<file path="config.mk">
export PLATFORM = sky130hd
export DESIGN_NAME = alu_serial_ctrl
export DESIGN_NICKNAME = d
export VERILOG_FILES = /design/src/rtl/alu_pkg.sv /design/src/rtl/alu_serial_ctrl_cell.sv /design/src/rtl/alu_serial_ctrl.sv
export SDC_FILE = /design/constraint.sdc
export NUM_CORES = 1
export LEC_CHECK = 0
export BUFFER_PORTS_ARGS = -buffer_cell sky130_fd_sc_hd__buf_2
export CAP_MARGIN = 20
export CORE_ASPECT_RATIO = 1.2
export CORE_MARGIN = 2
export CORE_UTILIZATION = 50
export CTS_CLUSTER_SIZE = 14
export DETAILED_ROUTE_END_ITERATION = 7
export GPL_ROUTABILITY_DRIVEN = 0
export PLACE_DENSITY = 0.86
export SYNTH_ARGS = -nofsm -noshare
export SYNTH_HDL_FRONTEND = slang
export SYNTH_SLANG_ARGS = --single-unit
</file>
<file path="constraint.sdc">
create_clock -name clk -period 1.3 [get_ports clk]
set_input_delay 0.065 -clock clk [delete_from_list [all_inputs] [get_ports clk]]
set_output_delay 0.065 -clock clk [all_outputs]
set_load 0.01 [all_outputs]
</file>
<file path="src/rtl/alu_pkg.sv">
// Shared types for the bit-serial ALU controller: op encoding, FSM states
// and the default operand width.
package alu_pkg;

    localparam int ALU_WIDTH_DEF = 8;

    typedef enum logic [1:0] {
        OP_NOR = 2'b00,
        OP_XOR = 2'b01,
        OP_ADD = 2'b10,
        OP_SUB = 2'b11
    } alu_op_e;

    typedef enum logic [1:0] {
        ST_IDLE = 2'b00,
        ST_RUN  = 2'b01,
        ST_DONE = 2'b10
    } state_e;

    // Only ADD and SUB propagate a meaningful carry out of the cell chain.
    function automatic logic op_has_carry(input alu_op_e op);
        return (op == OP_ADD) || (op == OP_SUB);
    endfunction

endpackage

</file>
<file path="src/rtl/alu_serial_ctrl_cell.sv">
// One-bit ALU slice: NOR, XOR, full-add, or full-add with inverted b
// (subtract). The carry output is held at 0 for the logic ops.
module alu_serial_ctrl_cell
    import alu_pkg::*;
(
    input  logic       a,
    input  logic       b,
    input  logic       cin,
    input  logic [1:0] op,
    output logic       s,
    output logic       cout
);

    logic b_eff;

    always_comb begin
        s     = 1'b0;
        cout  = 1'b0;
        b_eff = b;
        case (alu_op_e'(op))
            OP_NOR: s = ~(a | b);
            OP_XOR: s = a ^ b;
            OP_ADD: begin
                s    = a ^ b ^ cin;
                cout = (a & b) | (a & cin) | (b & cin);
            end
            OP_SUB: begin
                // a - b computed as a + ~b + 1; the +1 arrives via cin = 1.
                b_eff = ~b;
                s     = a ^ b_eff ^ cin;
                cout  = (a & b_eff) | (a & cin) | (b_eff & cin);
            end
            default: begin
                s    = 1'b0;
                cout = 1'b0;
            end
        endcase
    end

endmodule

</file>
<file path="src/rtl/alu_serial_ctrl.sv">
// Bit-serial ALU controller: latches operands on start, pushes one bit per
// cycle (LSB first) through a single 1-bit cell, then pulses done.
module alu_serial_ctrl
    import alu_pkg::*;
#(
    parameter int WIDTH = ALU_WIDTH_DEF
) (
    input  logic             clk,
    input  logic             rst_n,
    input  logic             start,
    input  logic [1:0]       op,
    input  logic [WIDTH-1:0] a,
    input  logic [WIDTH-1:0] b,
    output logic             busy,
    output logic             done,
    output logic [WIDTH-1:0] result,
    output logic             cout,
    output logic [1:0]       dbg_state
);

    // Handshake: start is a request pulse that is only taken when busy is low
    // and the FSM is idle; busy rises on the accepting edge and stays high
    // through the done cycle; done is a single-cycle pulse during which result
    // and cout are valid (both then hold until the next accepted start).

    localparam int CW = $clog2(WIDTH) + 1;
    localparam logic [CW-1:0] TERM = CW'(WIDTH - 1);

    state_e           state;
    logic             armed;
    logic [WIDTH-1:0] a_sh;
    logic [WIDTH-1:0] b_sh;
    logic [WIDTH-1:0] res_sh;
    alu_op_e          op_q;
    logic [CW-1:0]    cnt;
    logic             carry;

    logic             cell_s;
    logic             cell_cout;
    logic [WIDTH-1:0] res_next;

    alu_serial_ctrl_cell u_cell (
        .a    (a_sh[0]),
        .b    (b_sh[0]),
        .cin  (carry),
        .op   (op_q),
        .s    (cell_s),
        .cout (cell_cout)
    );

    assign res_next  = {cell_s, res_sh[WIDTH-1:1]};
    assign dbg_state = state;

    always_ff @(posedge clk) begin
        if (!rst_n) begin
            state  <= ST_IDLE;
            armed  <= 1'b0;
            busy   <= 1'b0;
            done   <= 1'b0;
            cout   <= 1'b0;
            result <= '0;
            res_sh <= '0;
            a_sh   <= '0;
            b_sh   <= '0;
            op_q   <= OP_NOR;
            cnt    <= '0;
            carry  <= 1'b0;
        end else begin
            done <= 1'b0;
            case (state)
                ST_IDLE: begin
                    // The accepting cycle only loads operands; bit work starts
                    // once the FSM has moved to RUN.
                    if (armed) begin
                        armed <= 1'b0;
                        state <= ST_RUN;
                    end else if (start) begin
                        a_sh  <= a;
                        b_sh  <= b;
                        op_q  <= alu_op_e'(op);
                        cnt   <= '0;
                        carry <= (alu_op_e'(op) == OP_SUB);
                        armed <= 1'b1;
                        busy  <= 1'b1;
                    end
                end
                ST_RUN: begin
                    res_sh <= res_next;
                    a_sh   <= a_sh >> 1;
                    b_sh   <= b_sh >> 1;
                    carry  <= cell_cout;
                    cnt    <= cnt + 1'b1;
                    if (cnt == TERM) begin
                        state  <= ST_DONE;
                        done   <= 1'b1;
                        result <= res_next;
                        cout   <= op_has_carry(op_q) ? cell_cout : 1'b0;
                    end
                end
                ST_DONE: begin
                    state <= ST_IDLE;
                    busy  <= 1'b0;
                end
                default: begin
                    state <= ST_IDLE;
                    busy  <= 1'b0;
                    armed <= 1'b0;
                end
            endcase
        end
    end

endmodule

</file>
==> results.md, run 1 <==
* Status: finished, violations left
* Failing checks: negative setup slack
* Initial DRC count at 54
* Syn_nets at 242
* Most frequent cells in the layout: 38 x dfxtp_1, 33 x nand2_1, 33 x buf_2
* Leakage at 1.22 nW
* Die H at 74.9 um
* Cell Area, Placed at 0.00245 mm^2
* Synthesized area per cell at 9.75 um^2
* Vias at 1692
* Fin worst setup slack at -0.117 ns
* Int Pwr at 2.20 mW
* Core area at 0.00397 mm^2
* First-pass GRT wire length at 6960 um
* Worst min path class: in -> reg
* Placed Cells at 308
* Gate Count Post-Synth at 215
* Main synth FF type: dfxtp_1
* Pwr dens at 1150 mW/mm^2
* WP buf/inv at 1
* Ys Warns at 0
* Critical hold path startpoint: op[1]
* Drt wl/cell at 14.1 um
* Worst Tran Pin Value at 0.485 ns
* Clk sinks at 44
* CTS Root Cell: clkbuf_8
* Mapped Area at 0.00210 mm^2
* DRT Wirelength at 4520 um
* Setup crit start kind: flip-flop
* Nets at 292
* P_sw at 0.912 mW
* Setup crit end kind: flip-flop
* Crit-path max FO at 5
* CP delay by family, top: simple AND/OR/NAND/NOR gates
* CP max stage cell: dfxtp_2
* Reg2reg path depth at 6
* Fin area at 0.00271 mm^2
* Count of pins over their slew limit at 0
* Die width at 63.1 um
* Effective utilization at floorplan at 52.8%
* Peak Freq at 706 MHz
* Slew margin rel. at 67.3%
* Comb pwr share at 22.8%
* Vias in the first global route at 1588
* DRC viols at 0
* DP HPWL at 2900 um
* Crit path from: cnt[1]$_SDFFE_PN0P_
* CTS clk-pin slew, worst paths at 0.09 ns
* Worst path depth at 6
* Crit path cell chain: ha_4 -> nand3b_1 -> nor2_4 -> clkbuf_16 -> nand2_1 -> a21boi_1
* Worst stage delay on the critical path at 0.36 ns
* Gr usage total at 19.1%
* Final hold violations at 0
* Worst Path Required at 1.54 ns
* Setup WS pre-CTS at -0.141 ns
* IO Pins at 34
* Sw Share at 29.3%
* Antenna Nets Post-Route at 0
* Bufs on Longest Clock Path at 2
* Period utilization at 109%
* Power share of the clock group at 28.2%
* Die area at 0.00473 mm^2
* VDD IR max at 0.792 mV
* Fill count at 300
* Commonest non-fill, non-tap cell in the layout: dfxtp_1
* CTS HTree Levels at 2
* Clk_lat worst skew at 0.30 ns
* Area of the multi-input gates at 0.00118 mm^2
* Util after Layout at 68.3%
* Detail-routed via count per cell at 5.29
* Sequential area share after synthesis at 42.0%
* Rows at 25
* Worst Skew at 0.00801 ns
* Async S/R FF share, synth at 0%
* Remaining Overflow, GRT at 0
* Layout cells sized above 1 at 36.5%
* Reg2reg start: cnt[1]$_SDFFE_PN0P_
* DR pass1 iterations at 4
* Flop pwr share at 49.0%
* Yosys cell types at 41
* Synth Register Bits at 44
* Non-filler cells, final at 320
* Total CTS buffers at 5
* Critical Path AT at 1.66 ns
* Unrepaired setup endpoints after global routing: true
* Pin count of the biggest net entering global routing at 32
* Hold path depth at 3
* Number of inserted diodes at 0
* Layout area overhead at 29.4%
* # Max-Cap Violations at 0
* Post-synth EDFFs at 0
* Reg area at 896 um^2
* IO buf count at 33
* Final-report setup violation count at 14
* Min Tclk post-route at 1.42 ns
* Setup CP Type: reg -> reg
* CTS tree: built
* Initial antenna violation count at 0
-- timing repair --
action                                  4_1_cts  5_1_grt
hold buffers                                  0        0
endpoints found under the setup margin       32       36
pin swaps                                     4       13
gates cloned                                  0        1
resized for setup                            14       26
buffers inserted                              1        3
-- layout make-up --
type | instances | share of cell area [%]
Tap cell | 54 | 2.49
Sequential cell | 44 | 33.0
Timing Repair Buffer | 59 | 16.4
Clock buffer | 5 | 2.54
Inverter | 7 | 1.15
Multi-Input combinational cell | 148 | 43.6
Clock inverter | 3 | 0.784
-- cells by family after synthesis --
family          synth area share [%]
compound gates                  18.3
fa+ha+maj                       3.58
mux                             11.9
buf+inv                         6.27
flops                           42.0
xor+xnor                        1.67
simple gates                    16.2
-- tightest hold or removal path, delay by kind of cell --
| kind | cells | cell delay, ns |
|---|---|---|
| simple gates | 1 | 0.10 |
| buf+inv | 1 | 0.09 |
| mux | 1 | 0.06 |
-- registers in the layout, summed over array words and instances (netlist names) --
name and cells:
a_sh 8, armed 1, b_sh 8, busy 1, carry 1, cnt 4, cout 1, dbg_state 2
done 1, op_q 2, res_sh 7, result 8
-- through the flow --
stage | TNS [ns] | power [mW] | hold WS [ns]
after floorplan | 0 | 2.02 | 0.231
after global placement | -0.964 | 2.14 | 0.338
after CTS | -0.0515 | 3.07 | 0.0268
final | -1.08 | 3.11 | 0.0420
after global routing | -2.69 | 3.26 | 0.0400
after detailed placement | -2.30 | 2.17 | 0.347
-- Yosys cell counts (all sizes together) (2+ instances only) --
cell type	number	share of area, %
a21boi	9	3.8
a21oi	5	1.7
a31oi	6	1.8
and2	3	0.90
buf	11	4.1
clkbuf	5	0.95
dfxtp	44	42
ha	6	3.6
inv	7	1.3
mux2i	25	12
nand2	35	6.6
nand2b	2	0.96
nand3	3	0.72
nand3b	2	1.3
nor2	6	1.2
nor2b	8	2.4
o211a	14	6.7
o21ai	8	1.9
o22ai	2	0.60
xnor2	3	1.3
-- worst paths after layout --
check	end	slack, ns
max	result[0]$_SDFFE_PN0P_	-0.12
min	op_q[1]$_SDFFE_PN0P_	0.04
max reg2reg	result[0]$_SDFFE_PN0P_	-0.12
min reg2reg	result[3]$_SDFFE_PN0P_	0.45
-- metal layers --
metal	up-vias	global-route usage [%]	share of wire, %
met5	-	0	0
met4	0	7.65	1.7
met3	8	6.13	4.5
met2	37	34.5	51
met1	799	21.0	43
li1	848	-	-
-- power groups by stage --
stage	Sequential [mW]	Clock, mW	Combinational (mW)
after floorplan	1.53	0	0.484
after global placement	1.54	0	0.597
after detailed placement	1.55	0	0.620
after CTS	1.52	0.895	0.655
after global routing	1.54	0.948	0.768
final	1.53	0.877	0.711
No activity file was read; power rests on OpenSTA's default activity.
==> run 2, diff against run 1 <==
--- a/config.mk
+++ b/config.mk
@@ -9,11 +9,11 @@
 export CAP_MARGIN = 20
 export CORE_ASPECT_RATIO = 1.2
 export CORE_MARGIN = 2
-export CORE_UTILIZATION = 50
+export CORE_UTILIZATION = 59
 export CTS_CLUSTER_SIZE = 14
 export DETAILED_ROUTE_END_ITERATION = 7
 export GPL_ROUTABILITY_DRIVEN = 0
-export PLACE_DENSITY = 0.86
+export PLACE_DENSITY = 0.94
 export SYNTH_ARGS = -nofsm -noshare
 export SYNTH_HDL_FRONTEND = slang
 export SYNTH_SLANG_ARGS = --single-unit
==> constraint.sdc (replaced) <==
create_clock -name clk -period 1.66 [get_ports clk]
set_input_delay 0.083 -clock clk [delete_from_list [all_inputs] [get_ports clk]]
set_output_delay 0.083 -clock clk [all_outputs]
set_load 0.01 [all_outputs]
==> results.md, run 2 (same netlist as run 1, synthesis figures left out) <==
* VDD IR max at 0.813 mV (+2.7%)
* DR pass1 iterations at 4 (unchanged)
* Layout area overhead at 13.2%
* Critical Path Sink: result[3]$_SDFFE_PN0P_
* CP max stage cell: or2_1
* CTS resizes at 0 (-14)
* Worst Tran Pin Value at 0.393 ns (-0.0922 ns)
* IO buf count at 33 (unchanged)
* Period utilization at 90.4% (-19 points)
* Crit-path max FO at 7 (+2)
* Pin count of the biggest net entering global routing at 32 (unchanged)
* Worst stage delay on the critical path at 0.35 ns (about the same)
* CTS tree: built
* Setup crit start kind: flip-flop
* Worst R2R End: result[3]$_SDFFE_PN0P_
* Nets at 272 (-6.8%)
* Gr usage total at 18.7% (-0.33 points)
* Die H at 69.3 um (-7.5%)
* # Max-Cap Violations at 0 (unchanged)
* Final-report setup violation count at 0 (-14)
* WP buf/inv at 2 (+1)
* IO Pins at 34 (unchanged)
* Setup TNS at 0 ns (+1.08 ns)
* # Post-CTS Setup Buffers at 0 (-1)
* Drt wl/cell at 13.1 um (-7.2%)
* Detail-routed via count per cell at 5.49 (+3.8%)
* Remaining Overflow, GRT at 0 (unchanged)
* Post-CTS Hold Buffers at 0 (unchanged)
* Layout cells sized above 1 at 22.8% (-14 points)
* Reg2reg path depth at 6 (unchanged)
* Crit path from: dbg_state[1]$_SDFFE_PN0P_
* Setup crit end kind: flip-flop
* Vias in the first global route at 1405 (-12%)
* Unrepaired setup endpoints after global routing: false
* Fin area at 0.00237 mm^2 (-13%)
* Count of pins over their slew limit at 0 (unchanged)
* Worst path depth at 6 (unchanged)
* Worst Path Required at 1.85 ns (+0.31 ns)
* Rows at 23 (-8.0%)
* CTS HTree Levels at 2 (unchanged)
* Core area at 0.00337 mm^2 (-15%)
* Total CTS buffers at 5 (unchanged)
* R2R Setup Slk at 0.16 ns (+0.28 ns)
* First-pass GRT wire length at 5970 um (-14%)
* Commonest non-fill, non-tap cell in the layout: dfxtp_1
* Die area at 0.00405 mm^2 (-14%)
* Worst min path class: in -> reg
* Most frequent cells in the layout: 44 x dfxtp_1, 34 x nand2_1, 33 x buf_2
* Worst Skew at 0.00585 ns (-0.00216 ns)
* Antenna Nets Post-Route at 0 (unchanged)
* Number of inserted diodes at 0 (unchanged)
* Cell Area, Placed at 0.00226 mm^2 (-7.6%)
* CTS Root Cell: clkbuf_8
* Reg2reg start: dbg_state[1]$_SDFFE_PN0P_
* Final hold violations at 0 (unchanged)
* Vias at 1553 (-8.2%)
* Setup CP Type: reg -> reg
* DRT Wirelength at 3710 um (-18%)
* Crit path cell chain: inv_1 -> ha_1 -> inv_1 -> or2_1 -> nand2_1 -> a21boi_0
* Leakage at 1.09 nW (-11%)
* Effective utilization at floorplan at 62.2% (+9.5 points)
* DP HPWL at 2740 um (-5.5%)
* Min Tclk post-route at 1.50 ns (+0.0831 ns)
* Initial antenna violation count at 0 (unchanged)
* Regs by FF count: a_sh (8), b_sh (8), result (8)
* Initial DRC count at 58 (+7.4%)
* Die width at 58.4 um (-7.4%)
* CTS clk-pin slew, worst paths at 0.08 ns (about the same)
* CP delay by family, top: simple AND/OR/NAND/NOR gates
* Clk sinks at 44 (unchanged)
* Slew margin rel. at 73.6% (+6.2 points)
* Cell mode on critical path: inv_1
* Bufs on Longest Clock Path at 2 (unchanged)
* Status: finished clean
* Peak Freq at 666 MHz (-5.5%)
* Pwr dens at 973 mW/mm^2 (-15%)
* Clk_lat worst skew at 0.30 ns (about the same)
* Critical Path AT at 1.69 ns (+0.03 ns)
* DRC viols at 0 (unchanged)
## run 2: cell count changes in the layout (fill, tap and decap cells not counted), sizes merged
cell,delta
buf,-19
clkinv,+1
clkinvlp,-1
inv,-1
## run 2: per-layer routing
| metal | part of all wire, % | GRT usage, % | vias up |
|---|---|---|---|
| li1 | - | - | 801 |
| met1 | 43 | 21.7 | 703 |
| met2 | 50 | 31.2 | 43 |
| met3 | 5.4 | 5.78 | 6 |
| met4 | 1.7 | 7.75 | 0 |
| met5 | 0 | 0 | - |
## run 2: area by class of cell
type / count / area [um^2]
Tap cell: 37 / 46.3
Clock inverter: 2 / 10.0
Fill cell: 265 / 995
Timing Repair Buffer: 39 / 226
Multi-Input combinational cell: 148 / 1100
Inverter: 7 / 26.3
Clock buffer: 6 / 82.6
Sequential cell: 44 / 881
## run 2: worst min path at each step
| stage | end | cells past startpoint | startpoint |
|---|---|---|---|
| after detailed placement | op_q[0]$_SDFFE_PN0P_ | 3 | op[0] |
| after global routing | op_q[1]$_SDFFE_PN0P_ | 3 | op[1] |
| final | op_q[0]$_SDFFE_PN0P_ | 3 | op[0] |
| after floorplan | op_q[0]$_SDFFE_PN0P_ | 2 | op[0] |
| after CTS | op_q[0]$_SDFFE_PN0P_ | 3 | op[0] |
| after global placement | op_q[0]$_SDFFE_PN0P_ | 3 | op[0] |
## run 2: worst register-to-register path: cells and delay by family, from the launching register on
family	cells	cell delay (ns)
fa+ha+maj	1	0.29
compound gates	1	0.08
simple gates	2	0.45
buf+inv	2	0.24
flops	1	0.34
## run 2: power breakdown
group          internal [mW]  switching, mW
sequential              1.13         0.0624
combinational          0.211          0.220
clock                  0.332          0.353
## run 2: per-stage QoR
| step | utilization [%] | hold WS, ns | setup slack (ns) | total power [mW] | instances |
|---|---|---|---|---|---|
| 6_report | 70.5 | 0.0614 | 0.160 | 2.31 | 283 |
| 3_3_place_gp | 67.1 | 0.372 | 0.152 | 1.62 | 275 |
| 4_1_cts | 69.9 | 0.0550 | 0.0629 | 2.33 | 283 |
| 5_1_grt | 70.5 | 0.0877 | 0.0424 | 2.42 | 283 |
| 2_1_floorplan | - | 0.249 | 0.227 | 1.55 | 215 |
| 3_5_place_dp | 67.1 | 0.372 | 0.0627 | 1.64 | 275 |
==> run 3, diff against run 2 <==
--- a/config.mk
+++ b/config.mk
@@ -9,11 +9,11 @@
 export CAP_MARGIN = 20
 export CORE_ASPECT_RATIO = 1.2
 export CORE_MARGIN = 2
-export CORE_UTILIZATION = 59
-export CTS_CLUSTER_SIZE = 14
+export CORE_UTILIZATION = 35
+export CTS_CLUSTER_SIZE = 10
 export DETAILED_ROUTE_END_ITERATION = 7
 export GPL_ROUTABILITY_DRIVEN = 0
-export PLACE_DENSITY = 0.94
+export PLACE_DENSITY = 0.65
 export SYNTH_ARGS = -nofsm -noshare
 export SYNTH_HDL_FRONTEND = slang
 export SYNTH_SLANG_ARGS = --single-unit
==> results.md, run 3 (same netlist as run 1, synthesis figures left out) <==
* Bufs on Longest Clock Path at 2 (unchanged)
* # Max-Cap Violations at 0 (unchanged)
* Fin worst setup slack at 0.140 ns (-0.0199 ns)
* CTS tree: built
* VDD IR max at 0.538 mV (-34%)
* Antenna Nets Post-Route at 0 (unchanged)
* Commonest non-fill, non-tap cell in the layout: dfxtp_1
* Peak Freq at 658 MHz (-1.3%)
* DRT Wirelength at 3740 um (+0.67%)
* Worst Skew at 0.00337 ns (-0.00248 ns)
* Drt wl/cell at 11.5 um (-13%)
* Die width at 74.6 um (+28%)
* Worst min path class: in -> reg
* Slew margin rel. at 71.3% (-2.3 points)
* Vias in the first global route at 1360 (-3.2%)
* Core area at 0.00571 mm^2 (+69%)
* Flop pwr share at 49.6% (-2.1 points)
* Leakage at 1.09 nW (+0.54%)
* CTS Root Cell: clkbuf_8
* # Post-CTS Setup Buffers at 0 (unchanged)
* CTS HTree Levels at 2 (unchanged)
* Gr usage total at 12.2% (-6.5 points)
* Placed Cells at 318 (+16%)
* Layout area overhead at 15.9%
* Die area at 0.00663 mm^2 (+64%)
* Setup crit start kind: flip-flop
* Layout cells sized above 1 at 22.0% (-0.81 points)
* Setup CP Type: reg -> reg
* CP max stage cell: dfxtp_1
* Comb pwr share at 17.2% (-1.5 points)
* Die H at 88.8 um (+28%)
* Worst Tran Pin Value at 0.426 ns (+0.0336 ns)
* Nets at 272 (unchanged)
* Setup crit end kind: flip-flop
* Critical Path AT at 1.70 ns (about the same)
* Clk sinks at 44 (unchanged)
* DP HPWL at 2670 um (-2.5%)
* Status: finished clean
* Setup WS pre-CTS at 0.107 ns (+0.0448 ns)
* First-pass GRT wire length at 6220 um (+4.2%)
* Worst Path Required at 1.84 ns (about the same)
* Min Tclk post-route at 1.52 ns (+0.0199 ns)
* Clk_lat worst skew at 0.29 ns (about the same)
* Unrepaired setup endpoints after global routing: false
* Final-report setup violation count at 0 (unchanged)
* Most frequent cells in the layout: 44 x dfxtp_1, 34 x nand2_1, 33 x buf_2
* CP delay by family, top: flip-flops
* IO Pins at 34 (unchanged)
* Pwr dens at 989 mW/mm^2 (+1.6%)
* Detail-routed via count per cell at 4.70 (-14%)
* Power share of the clock group at 33.2% (+3.6 points)
* Initial antenna violation count at 0 (unchanged)
* Vias at 1532 (-1.4%)
* Number of inserted diodes at 0 (unchanged)
* P_sw at 0.624 mW (-1.7%)
* Effective utilization at floorplan at 36.7% (-26 points)
* Remaining Overflow, GRT at 0 (unchanged)
* Cell Area, Placed at 0.00231 mm^2 (+2.4%)
* Count of pins over their slew limit at 0 (unchanged)
* Hold Slack at 0.0714 ns (+0.0100 ns)
* IO buf count at 33 (unchanged)
* DR pass1 iterations at 4 (unchanged)
* CTS clk-pin slew, worst paths at 0.08 ns (about the same)
* Int Pwr at 1.78 mW (+6.3%)
* Crit path cell chain: inv_1 -> ha_1 -> nand3b_4 -> buf_4 -> a21oi_4 -> xnor2_1 -> nor2_1
* Crit-path max FO at 11 (+4)
* Rows at 30 (+30%)
* Sw Share at 26.0% (-1.5 points)
* Setup TNS at 0 ns (unchanged)
* DRC viols at 0 (unchanged)
* Non-filler cells, final at 326 (+15%)
* Pin count of the biggest net entering global routing at 32 (unchanged)
* Worst stage delay on the critical path at 0.33 ns (-0.02 ns)
* Final hold violations at 0 (unchanged)
* Total CTS buffers at 5 (unchanged)
* WP buf/inv at 2 (unchanged)
* Fin area at 0.00243 mm^2 (+2.4%)
* Period utilization at 91.6% (+1.2 points)
* Initial DRC count at 52 (-10%)
* Regs by FF count: a_sh (8), b_sh (8), result (8)
==> run 3: cell count changes in the layout (fill, tap and decap cells not counted), sizes merged <==
| cell | before | now |
|---|---|---|
| clkinv | 2 | 1 |
| bufinv | 0 | 1 |
==> run 3: layout make-up <==
cell class / count / area [um^2]
Clock inverter: 2 / 35.0
Clock buffer: 6 / 72.6
Fill cell: 592 / 3280
Sequential cell: 44 / 881
Tap cell: 80 / 100
Inverter: 7 / 26.3
Timing Repair Buffer: 39 / 223
Multi-Input combinational cell: 148 / 1090
==> run 3: worst min-delay path: stages <==
cell	delay, ns
buf_2	0.09
mux2i_1	0.06
nor2b_1	0.09
==> run 3: final timing paths <==
check / startpoint / to / slack, ns / cells after the start
setup / recovery: dbg_state[1]$_SDFFE_PN0P_ / cnt[3]$_SDFFE_PN0P_ / 0.14 / 7
setup reg to reg: dbg_state[1]$_SDFFE_PN0P_ / cnt[3]$_SDFFE_PN0P_ / 0.14 / 7
hold reg to reg: result[1]$_SDFFE_PN0P_ / result[1]$_SDFFE_PN0P_ / 0.45 / 2
hold / removal: op[0] / op_q[0]$_SDFFE_PN0P_ / 0.07 / 3
==> run 3: power groups by stage <==
stage	clock network [mW]	logic (mW)	registers, mW
2_1_floorplan	0	0.354	1.20
3_3_place_gp	0	0.409	1.21
3_5_place_dp	0	0.414	1.22
4_1_cts	0.833	0.416	1.19
5_1_grt	0.885	0.465	1.20
6_report	0.798	0.415	1.19
==> run 3: through the flow <==
step / util [%] / total power, mW
6_report: 42.6 / 2.40
5_1_grt: 42.6 / 2.55
4_1_cts: 42.4 / 2.44
3_5_place_dp: 40.5 / 1.63
3_3_place_gp: 40.5 / 1.62
2_1_floorplan: - / 1.55
==> run 3: routing by layer <==
| metal | routed length [um] | GRT usage, % | up-vias |
|---|---|---|---|
| met2 | 1600 | 18.8 | 37 |
| li1 | - | - | 800 |
| met4 | 51 | 4.38 | 0 |
| met3 | 241 | 4.10 | 7 |
| met5 | 0 | 0 | - |
| met1 | 1840 | 15.9 | 688 |
==> run 3: timing repair <==
| item | CTS | global route |
|---|---|---|
| gates resized for setup | 0 | 1 |
| hold buffers | 0 | 0 |
| setup endpoints to repair | 0 | 1 |
